File: config.mk
export PLATFORM = sky130hd
export DESIGN_NAME = pipelined_wallace_mult_flat
export DESIGN_NICKNAME = d
export VERILOG_FILES = /design/src/rtl/pipelined_wallace_mult_if.sv /design/src/rtl/pipelined_wallace_mult.sv /design/src/flat_wrapper.sv
export SDC_FILE = /design/constraint.sdc
export NUM_CORES = 1
export LEC_CHECK = 0
export CORE_UTILIZATION = 53
export CTS_CLUSTER_SIZE = 14
export DETAILED_ROUTE_END_ITERATION = 8
export MAX_ROUTING_LAYER = met4
export PLACE_DENSITY = 0.84
export SYNTH_ARGS = -nofsm -noshare
export SYNTH_HDL_FRONTEND = slang
export SYNTH_SLANG_ARGS = --single-unit
File: constraint.sdc
create_clock -name clk -period 2.7 [get_ports clk]
set_clock_uncertainty 0.2 [all_clocks]
set_input_delay 0.405 -clock clk [delete_from_list [all_inputs] [get_ports clk]]
set_output_delay 0.405 -clock clk [all_outputs]
set_load 0.01 [all_outputs]
File: src/rtl/pipelined_wallace_mult_if.sv
// pipelined_wallace_mult_if: operand/product valid-ready bundle
// for the pipelined Wallace-tree multiplier.
interface pipelined_wallace_mult_if #(
  parameter int WIDTH = 8
);
  logic               in_valid;
  logic               in_ready;
  logic [WIDTH-1:0]   a;
  logic [WIDTH-1:0]   b;
  logic               signed_mode;
  logic               out_valid;
  logic               out_ready;
  logic [2*WIDTH-1:0] product;

  modport master (
    output in_valid, a, b, signed_mode, out_ready,
    input  in_ready, out_valid, product
  );

  modport slave (
    input  in_valid, a, b, signed_mode, out_ready,
    output in_ready, out_valid, product
  );
endinterface

File: src/rtl/pipelined_wallace_mult.sv
// pipelined_wallace_mult: Wallace CSA tree + CPA over PIPE_STAGES regs.
// Define WALLACE_MULT_SIGNED_EN to honour signed_mode (Baugh-Wooley).
module pipelined_wallace_mult #(
  parameter int WIDTH       = 8,
  parameter int PIPE_STAGES = 3
) (
  input logic                    clk,
  input logic                    rst_n,
  pipelined_wallace_mult_if.slave io
);

  localparam int PW = 2 * WIDTH;
`ifdef WALLACE_MULT_SIGNED_EN
  localparam int NR = WIDTH + 1;
`else
  localparam int NR = WIDTH;
`endif

  function automatic int nlayers();
    int n = NR;
    int l = 0;
    while (n > 2) begin
      n = n - n / 3;
      l++;
    end
    return l;
  endfunction

  // T steps: CSA layers followed by the final carry-propagate add
  localparam int T  = nlayers() + 1;
  localparam int SQ = (PIPE_STAGES > 1) ? PIPE_STAGES - 1 : 1;

  typedef logic [NR-1:0][PW-1:0] rows_t;

  function automatic int rows_at(int i);
    int n = NR;
    for (int k = 0; k < i; k++)
      n = n - n / 3;
    return n;
  endfunction

  function automatic rows_t step(rows_t r, int i);
    rows_t o = '0;
    int n = rows_at(i);
    int g3 = n / 3;
    if (i == T - 1) begin
      o[0] = r[0] + r[1];
    end else begin
      for (int g = 0; g < NR / 3; g++)
        if (g < g3) begin
          o[2*g]   = r[3*g] ^ r[3*g+1] ^ r[3*g+2];
          o[2*g+1] = ((r[3*g] & r[3*g+1]) |
                      (r[3*g+2] & (r[3*g] ^ r[3*g+1]))) << 1;
        end
      for (int k = 0; k < 2; k++)
        if (k < n - 3 * g3)
          o[2*g3+k] = r[3*g3+k];
    end
    return o;
  endfunction

  // stage s (1-based) owns steps spread evenly, CPA always in the last
  function automatic rows_t run(rows_t r, int s);
    rows_t o = r;
    for (int i = 0; i < T; i++)
      if (1 + ((i + 1) * PIPE_STAGES - 1) / T == s)
        o = step(o, i);
    return o;
  endfunction

  logic                   adv;
  logic                   sm_in;
  logic [PIPE_STAGES-1:0] vld_q;
  logic [PIPE_STAGES-1:0] sm_q;
  logic [PW-1:0]          prod_q;
  rows_t                  pp;
  rows_t                  st_q [SQ];

  assign io.in_ready  = !io.out_valid || io.out_ready;
  assign io.out_valid = vld_q[PIPE_STAGES-1];
  assign io.product   = prod_q;
  assign adv          = io.in_ready;

`ifdef WALLACE_MULT_SIGNED_EN
  assign sm_in = io.signed_mode;

  always_comb begin
    pp = '0;
    for (int j = 0; j < WIDTH; j++)
      for (int i = 0; i < WIDTH; i++)
        pp[j][i+j] = (io.a[i] & io.b[j]) ^
          (sm_in & ((i == WIDTH - 1) != (j == WIDTH - 1)));
    pp[WIDTH][WIDTH] = sm_in;
    pp[WIDTH][PW-1]  = sm_in;
  end
`else
  logic unused_sm;
  assign unused_sm = io.signed_mode;
  assign sm_in     = 1'b0;

  always_comb begin
    pp = '0;
    for (int j = 0; j < WIDTH; j++)
      for (int i = 0; i < WIDTH; i++)
        pp[j][i+j] = io.a[i] & io.b[j];
  end
`endif

  always_ff @(posedge clk or negedge rst_n)
    if (!rst_n) begin
      vld_q <= '0;
      sm_q  <= '0;
    end else if (adv) begin
      vld_q <= (vld_q << 1) | PIPE_STAGES'(io.in_valid);
      sm_q  <= (sm_q << 1) | PIPE_STAGES'(sm_in);
    end

  for (genvar s = 0; s < PIPE_STAGES; s++) begin : g_st
    rows_t src;
    if (s == 0) begin : g_first
      assign src = pp;
    end else begin : g_mid
      assign src = st_q[s-1];
    end
    if (s < PIPE_STAGES - 1) begin : g_reg
      always_ff @(posedge clk)
        if (adv) st_q[s] <= run(src, s + 1);
    end else begin : g_out
      rows_t res;
      logic  unused_res;
      assign res        = run(src, s + 1);
      assign unused_res = ^res[NR-1:1];
      always_ff @(posedge clk or negedge rst_n)
        if (!rst_n)   prod_q <= '0;
        else if (adv) prod_q <= res[0];
    end
  end

endmodule

File: src/flat_wrapper.sv
// flat-port wrapper written by rule: the top's interface ports become plain ports
module pipelined_wallace_mult_flat 
#(
  parameter int WIDTH       = 8,
  parameter int PIPE_STAGES = 3
)
  (clk, rst_n, io_in_valid, io_a, io_b, io_signed_mode, io_out_ready, io_in_ready, io_out_valid, io_product);
  pipelined_wallace_mult_if #(.WIDTH(WIDTH)) io_i ();
  input logic clk;
  input logic rst_n;
  input wire logic [$bits(io_i.in_valid)-1:0] io_in_valid;
  input wire logic [$bits(io_i.a)-1:0] io_a;
  input wire logic [$bits(io_i.b)-1:0] io_b;
  input wire logic [$bits(io_i.signed_mode)-1:0] io_signed_mode;
  input wire logic [$bits(io_i.out_ready)-1:0] io_out_ready;
  output wire logic [$bits(io_i.in_ready)-1:0] io_in_ready;
  output wire logic [$bits(io_i.out_valid)-1:0] io_out_valid;
  output wire logic [$bits(io_i.product)-1:0] io_product;
  assign io_i.in_valid = io_in_valid;
  assign io_i.a = io_a;
  assign io_i.b = io_b;
  assign io_i.signed_mode = io_signed_mode;
  assign io_i.out_ready = io_out_ready;
  assign io_in_ready = io_i.in_ready;
  assign io_out_valid = io_i.out_valid;
  assign io_product = io_i.product;
  pipelined_wallace_mult #(.WIDTH(WIDTH), .PIPE_STAGES(PIPE_STAGES)) u_core (.clk(clk), .rst_n(rst_n), .io(io_i));
endmodule
==> results by group <==
Outcome
  – Status: completed

Critical path
  – Worst path arrival time: 2.62 ns
  – CP max stage cell: fa_2
  – Most frequent CP cell: ha_1
  – CP endpoint kind: flip-flop
  – Critical path required time: 2.76 ns
  – Slowest cell delay on critical path: 0.39 ns
  – Worst path cell trace: ha_1, ha_1, inv_1, fa_2, nand2b_4, a21oi_4, o211ai_2, or3_1, and3_1
  – Crit path max fanout: 4
  – WS Path Type: reg2reg
  – Setup crit start kind: flip-flop

Detailed routing
  – Via count: 2866
  – Drt total wl: 8340 microns
  – DR iter-0 viols: 128
  – TritonRoute pass-1 iters: 4
  – Via/cell ratio: 5.04
  – Drt wl/cell: 14.7 microns
  – Antenna-violating nets left: 0
  – Post-route DRC: 0

Clock network
  – Hold-fix buffers at CTS: 0
  – Post-CTS Setup Bufs: 0
  – CTS root buf: clkbuf_8
  – Worst-path clk slew: 0.10 ns
  – TritonCTS clock tree: built
  – CTS sink cnt: 104
  – CTS buffer count: 9
  – Longest Clk Path Bufs: 2
  – # resized after CTS: 0
  – Clk Latency, worst-skew pair: 0.36 ns
  – CTS H-Tree Depth: 3

Floorplanning
  – Row count: 35
  – DIE WIDTH: 101 microns
  – Die Height: 101 microns
  – Die area: 10300 sq um
  – Core area: 9420 sq um
  – Io pins: 39
  – Initial Utilization: 55.7%

Synth
  – Syn Nets: 474
  – Synth cell types: 29
  – Async SR Flop Fraction: 18.3%
  – Mapped Cells: 389
  – Yosys warns: 0
  – Mapped cell area: 5250 sq um
  – Synthesized flop and latch total: 104
  – Mean post-synth cell area: 13.5 sq um
  – Post-synth EDFFs: 85
  – Ys flop type: edfxtp_1
  – Sequential area share after synthesis: 57.7%

Power
  – Peak VDD IR: 0.000459 V
  – Pleak: 2.56 nW
  – Power Dens Cells: 1060 nW/um^2
  – Design Power: 6.34 mW

Timing
  – Setup Total Neg Slack: 0 ns
  – Max Freq: 390 MHz
  – Rel. slew slack: 44.4%
  – Worst slew pin tran: 0.831 ns
  – Unrepaired setup endpoints after global routing: no
  – Hold_ws: 0.237 ns
  – Final period utilization: 95.0%
  – Max-slew violations: 0
  – Final hold vios: 0
  – Final setup fails: 0
  – Period minus WS final: 2.57 ns

Run
  – Max Cap Viol: 0

Final layout
  – Nets: 520
  – Synth-to-layout area growth: 13.8%
  – ANT cells: 0
  – Share of cells above drive strength 1: 5.45%

Global route
  – First-pass GRT wire length: 13700 microns
  – Pin count of the biggest net entering global routing: 115
  – Number of global-route vias before repair: 2881
  – Overall routing resource usage: 18.7%
  – Initial antenna violation count: 0
  – GRT overflow: 0

Placement
  – IO Port Bufs: 37
  – RD Place Congestion: 0.769
  – Detailed Place HPWL: 5980 microns

Hold path
  – Hold Crit Class: reg2reg
cell type report:
type | count | area, sq um
Fill cell | 694 | 3440
Timing Repair Buffer | 39 | 398
Clock buffer | 10 | 128
Clock inverter | 6 | 36.3
Tap cell | 129 | 161
Inverter | 59 | 224
Multi-Input combinational cell | 222 | 2000
Sequential cell | 104 | 3030
logic make-up (layout without fill, tap and decap cells):
| kind of cell | after synthesis | count (layout) | share of synthesized area, % |
|---|---|---|---|
| XOR/XNOR | 5 | 5 | 0.835 |
| buffers and inverters | 63 | 114 | 4.58 |
| AND/OR/NAND/NOR | 126 | 126 | 12.9 |
| AO/OA/AOI/OAI | 27 | 27 | 3.17 |
| adder cells (fa/ha/maj) | 64 | 64 | 20.8 |
| flip-flops | 104 | 104 | 57.7 |
flip-flops by register name (all words and copies together) (netlist names):
signal / count
u_core.io.product: 16
u_core.st_q: 85
u_core.vld_q: 3
per-stage QoR:
step	instance area (sq um)	worst slack, ns	instances	utilization, %
after floorplan	5250	0.0882	389	-
after global placement	5790	0.0654	553	61.5
after detailed placement	5790	0.0339	553	61.5
after CTS	5950	0.0244	569	63.2
after global routing	5970	0.00551	569	63.4
final	5970	0.135	569	63.4
per-layer routing:
layer | GRT usage, % | wire, microns
met5 | - | 0
met4 | 7.92 | 112
met3 | 2.42 | 274
met2 | 30.9 | 4220
met1 | 23.3 | 3730
critical path, delay by kind of cell (launching register included):
| kind | cells | cell delay [ns] |
|---|---|---|
| simple gates | 3 | 0.69 |
| fa+ha+maj | 3 | 0.84 |
| flops | 1 | 0.38 |
| buf+inv | 1 | 0.06 |
| compound gates | 2 | 0.29 |
cells in the final DEF (no fill, tap or decap), drive strengths merged, types with 2 or more instances in the layout:
master | synthesis | layout
edfxtp | 85 | 85
and2 | 64 | 64
inv | 59 | 59
fa | 39 | 39
clkdlybuf4s50 | 0 | 37
nand2 | 32 | 32
ha | 25 | 25
dfrtp | 19 | 19
nor2 | 13 | 13
a21oi | 13 | 13
clkbuf | 1 | 10
o21ai | 5 | 5
xor2 | 4 | 4
nor3 | 4 | 4
and3 | 4 | 4
clkinv | 0 | 4
nand2b | 3 | 3
o211ai | 3 | 3
a21o | 2 | 2
or3 | 2 | 2
a31oi | 2 | 2
o22ai | 2 | 2
clkinvlp | 0 | 2
buf | 3 | 2
worst paths after layout:
| check | start | to | slack (ns) | cells after the start |
|---|---|---|---|---|
| min | u_core.st_q[0][94] | u_core.st_q[0][142] | 0.24 | 0 |
| max | u_core.st_q[0][149] | u_core.io.product[15] | 0.13 | 9 |
| max reg2reg | u_core.st_q[0][149] | u_core.io.product[15] | 0.13 | 9 |
| max in group asynchronous | rst_n | u_core.io.product[10] | 1.46 | 1 |
| min reg2reg | u_core.st_q[0][94] | u_core.st_q[0][142] | 0.24 | 0 |
| min in group asynchronous | rst_n | u_core.vld_q[2] | 0.32 | 1 |
power breakdown:
part | internal (mW) | switching (mW)
Clock | 0.330 | 0.515
Combinational | 1.27 | 1.55
Sequential | 2.44 | 0.231
Total | 4.04 | 2.30
cells in the mapped netlist, types with 4 or more instances:
cell       n  area share (%)
xor2_1     4            0.67
edfxtp_1  85              49
nor3_1     4            0.38
nor2_1    13            0.93
fa_1      39              15
inv_1     59             4.2
o21ai_0    5            0.48
a21oi_1   12             1.1
nand2_1   32             2.3
dfrtp_1   19             9.1
ha_1      25             6.0
and2_1    64             7.6
Power figures use the tool's default switching activity.
==> RTL change 1: new RTL, config.mk and constraints unchanged <==
The option `WALLACE_MULT_SIGNED_EN` is turned on by a define.
--- a/src/rtl/pipelined_wallace_mult.sv
+++ b/src/rtl/pipelined_wallace_mult.sv
@@ -1,4 +1,6 @@
 // pipelined_wallace_mult: Wallace CSA tree + CPA over PIPE_STAGES regs.
 // Define WALLACE_MULT_SIGNED_EN to honour signed_mode (Baugh-Wooley).
+`define WALLACE_MULT_SIGNED_EN
+
 module pipelined_wallace_mult #(
   parameter int WIDTH       = 8,
Check against the original RTL: not equivalent (a bounded check fails within 4 cycles, from zero or initial values and one cycle with rst_n low).
==> RTL change 1 against the unedited design <==
- area after synthesis up 5.0%
- design area grew 5.3%
- total power grew 10%
- combinational power grew 14%
- core utilization barely moved
- sequential share of layout area decreased by 1.1 points
- routed wire length grew 5.1%
- sequential cell count up 3
- clock power is 17% higher
- setup slack better by 0.021 ns
- critical endpoint is now u_core.io.product[13]
- largest power group unchanged
- highest routed layer unchanged
==> RTL change 1: results (changes against the unedited design) <==
reg2reg setup slack=0.16 ns (was 0.13 ns); FILL cells=753 (was 694); Critical Path Fanout Max=3 (was 4); Area contributors post-synth=edfxtp_1, fa_1, dfrtp_1 (unchanged); Syn Nets=496 (was 474); input/output buffers=38 (was 37); starting DRC count in detailed routing=157 (was 128); Detail Placement HPWL=6400 um (was 5980 um); Seq/Total Area, Yosys=56.6% (was 57.7%); critical path class=reg2reg (unchanged); H-tree levels=3 (unchanged); wire length per cell=14.9 um (was 14.7 um); share of cells above drive strength 1=6.36% (was 5.45%); worst vdd ir=0.000581 V (was 0.000459 V); combinational share of power=45.9% (was 44.4%); Worst R2R Path Depth=8 (was 9); Placed Area=6070 um2 (was 5790 um2); Worst EP arrival=2.58 ns (was 2.62 ns); reg2reg end=u_core.io.product[13] (was u_core.io.product[15]); Leak=2.68 nW (was 2.56 nW); Max-slew headroom=46.5% (was 44.4%); synth unique cells=27 (was 29); Layout Nets=543 (was 520); Largest register FFs=88 (was 85); WHS Endpoint=u_core.st_q[0][145] (was u_core.st_q[0][142]); maximum number of pins on one net before global-route repair=107 (was 115); largest stage delay on the critical path=0.42 ns (was 0.39 ns); Post-synth EDFFs=88 (was 85); final period utilization=94.2% (was 95.0%); pre-CTS setup slack=0.118 ns (was 0.0339 ns); GRT Total Usage=18.2% (was 18.7%); Commonest cells post-synth=edfxtp_1, inv_1, and2_1, nand2_1, fa_1 (was edfxtp_1, and2_1, inv_1, fa_1, nand2_1); Pint=4.46 mW (was 4.04 mW); vias in the first global route=3116 (was 2881); Vias=2954 (was 2866); initial antenna violation count=0 (unchanged); first-pass GRT wire length=14800 um (was 13700 um); outcome=complete, no violations (unchanged); hold_sp=u_core.st_q[0][1] (was u_core.st_q[0][94]); kind of cell adding the most delay to the critical path=adder cells (unchanged); clock share of power=14.2% (was 13.3%); async set-reset flop share out of synthesis=17.8% (was 18.3%); Final GP Congestion=0.792 (was 0.769)
==> RTL change 1: cell count changes after synthesis, sizes merged, moves of 8 or more <==
| cell | before | now |
|---|---|---|
| and2 | 64 | 50 |
| ha | 25 | 33 |
| nand2 | 32 | 50 |
| nor2 | 13 | 4 |
| xnor2 | 1 | 19 |
==> RTL change 1: final cells by class <==
| cell class | count | area share, % |
|---|---|---|
| tap | 133 | 2.65 |
| clock buffer | 11 | 2.25 |
| timing repair buffer | 43 | 6.85 |
| sequential | 107 | 49.6 |
| inverter | 56 | 3.38 |
| clock inverter | 5 | 0.975 |
| multi-input combinational | 234 | 34.3 |
==> RTL change 1: kinds of logic (layout without fill, tap and decap cells) <==
kind of cell / count (synthesis) / in the layout / synth area share [%]
AO/OA/AOI/OAI: 30 / 30 / 4.04
buffers and inverters: 63 / 115 / 4.34
flip-flops: 107 / 107 / 56.6
adder cells (fa/ha/maj): 71 / 71 / 21.3
AND/OR/NAND/NOR: 108 / 108 / 9.76
XOR/XNOR: 25 / 25 / 3.97
==> RTL change 1: through the flow <==
stage,util [%],power [mW],hold slack (ns),std cells
after floorplan,-,5.07,-0.0906,404
after global placement,61.2,5.79,0.208,571
after detailed placement,61.2,6.00,0.206,571
after CTS,63.3,7.02,0.238,587
after global routing,63.4,7.54,0.247,589
final,63.4,6.99,0.239,589
==> RTL change 1: layer usage <==
layer | GRT usage, % | share of wire, % | vias up
met5 | - | 0 | -
met4 | 8.78 | 1.5 | 0
met3 | 3.07 | 4.3 | 11
met2 | 29.5 | 50 | 74
met1 | 22.4 | 44 | 1449
li1 | - | - | 1420
==> RTL change 1: timing repair <==
action / in CTS / in global routing
hold endpoints to repair: 0 / 0
buffers inserted: 0 / 2
resized for setup: 0 / 1
endpoints found under the setup margin: 0 / 1
==> RTL change 2: new RTL, same settings <==
Without the edit above. Reset style: synchronous (`rst_n`), changed in 2 clocked blocks.
--- a/src/rtl/pipelined_wallace_mult.sv
+++ b/src/rtl/pipelined_wallace_mult.sv
@@ -107,5 +107,5 @@
 `endif
 
-  always_ff @(posedge clk or negedge rst_n)
+  always_ff @(posedge clk)
     if (!rst_n) begin
       vld_q <= '0;
@@ -131,5 +131,5 @@
       assign res        = run(src, s + 1);
       assign unused_res = ^res[NR-1:1];
-      always_ff @(posedge clk or negedge rst_n)
+      always_ff @(posedge clk)
         if (!rst_n)   prod_q <= '0;
         else if (adv) prod_q <= res[0];
Function: changed (Yosys sat finds a counterexample within 4 cycles, from zero or initial values and one cycle with rst_n low; the reset may be asserted at any time).
==> RTL change 2 against the unedited design <==
- sequential cell count is the same
- design area rose by 0.80%
- highest routed layer unchanged
- setup slack got worse by 0.013 ns
- routed wire length increased by 3.0%
- via count grew 5.1%
- core utilization is 0.50 points higher
- maximum frequency decreased by 0.52%
- sequential share of layout area down 2.0 points
- largest cell class unchanged
- critical path type unchanged
- first-iteration DRC count up 27%
- area after synthesis increased by 0.21%
- largest power group is now sequential cells
- total power down 26%
==> RTL change 2: results (changes against the unedited design) <==
Least-Margin Pin Slew=0.501 ns (was 0.831 ns); async set-reset flop share out of synthesis=0% (was 18.3%); maximum number of pins on one net before global-route repair=101 (was 115); Non-Filler Instances=582 (was 569); GR Util met3=2.69% (was 2.42%); Leak=2.55 nW (was 2.56 nW); Reg area=2930 um2 (was 3030 um2); outcome=complete, no violations (unchanged); first-pass GRT wire length=14200 um (was 13700 um); FF+latch count=104 (unchanged); Seq/Total Area, Yosys=55.8% (was 57.7%); Signal buffers=41 (was 39); Final GP Congestion=0.827 (was 0.769); router iterations before antenna repair=5 (was 4); Synth Area in Compound Gates=5.02% (was 3.17%); final period utilization=95.5% (was 95.0%); count of multi-input gates=232 (was 222); met1 WL=3950 um (was 3730 um); Commonest cells post-synth=edfxtp_1, and2_1, inv_1, fa_1, ha_1 (was edfxtp_1, and2_1, inv_1, fa_1, nand2_1); Placed Area=5800 um2 (was 5790 um2); grt met1 use=23.8% (was 23.3%); Critical path origin=u_core.st_q[0][133] (was u_core.st_q[0][149]); Mapped Cells=403 (was 389); WL met2=4190 um (was 4220 um); Vias=3011 (was 2866); P_sw=1.44 mW (was 2.30 mW)
## RTL change 2: changes by cell type after synthesis, moves of 3 or more
cell / before / now
nand2b_1: 3 / 0
a211oi_1: 0 / 5
xor2_1: 4 / 1
nand2_1: 32 / 22
a21oi_1: 12 / 15
dfrtp_1: 19 / 0
nand3_1: 1 / 5
dfxtp_1: 0 / 19
## RTL change 2: power by group through the flow
| stage | combinational [mW] | clock (mW) | sequential [mW] |
|---|---|---|---|
| 6_report | 1.50 | 1.02 | 2.18 |
| 5_1_grt | 1.70 | 1.10 | 2.22 |
| 4_1_cts | 1.49 | 1.05 | 2.19 |
| 3_5_place_dp | 1.48 | 0 | 2.22 |
| 3_3_place_gp | 1.38 | 0 | 2.21 |
| 2_1_floorplan | 0.971 | 0 | 2.23 |
## RTL change 2: cells by family after synthesis
kind of cell | after synthesis
adders and majority gates | 64
xor gates and xnor gates | 1
AOI/OAI and AO/OA | 41
muxes | 1
buffers and inverters | 67
DFF | 104
and+or+nand+nor | 125
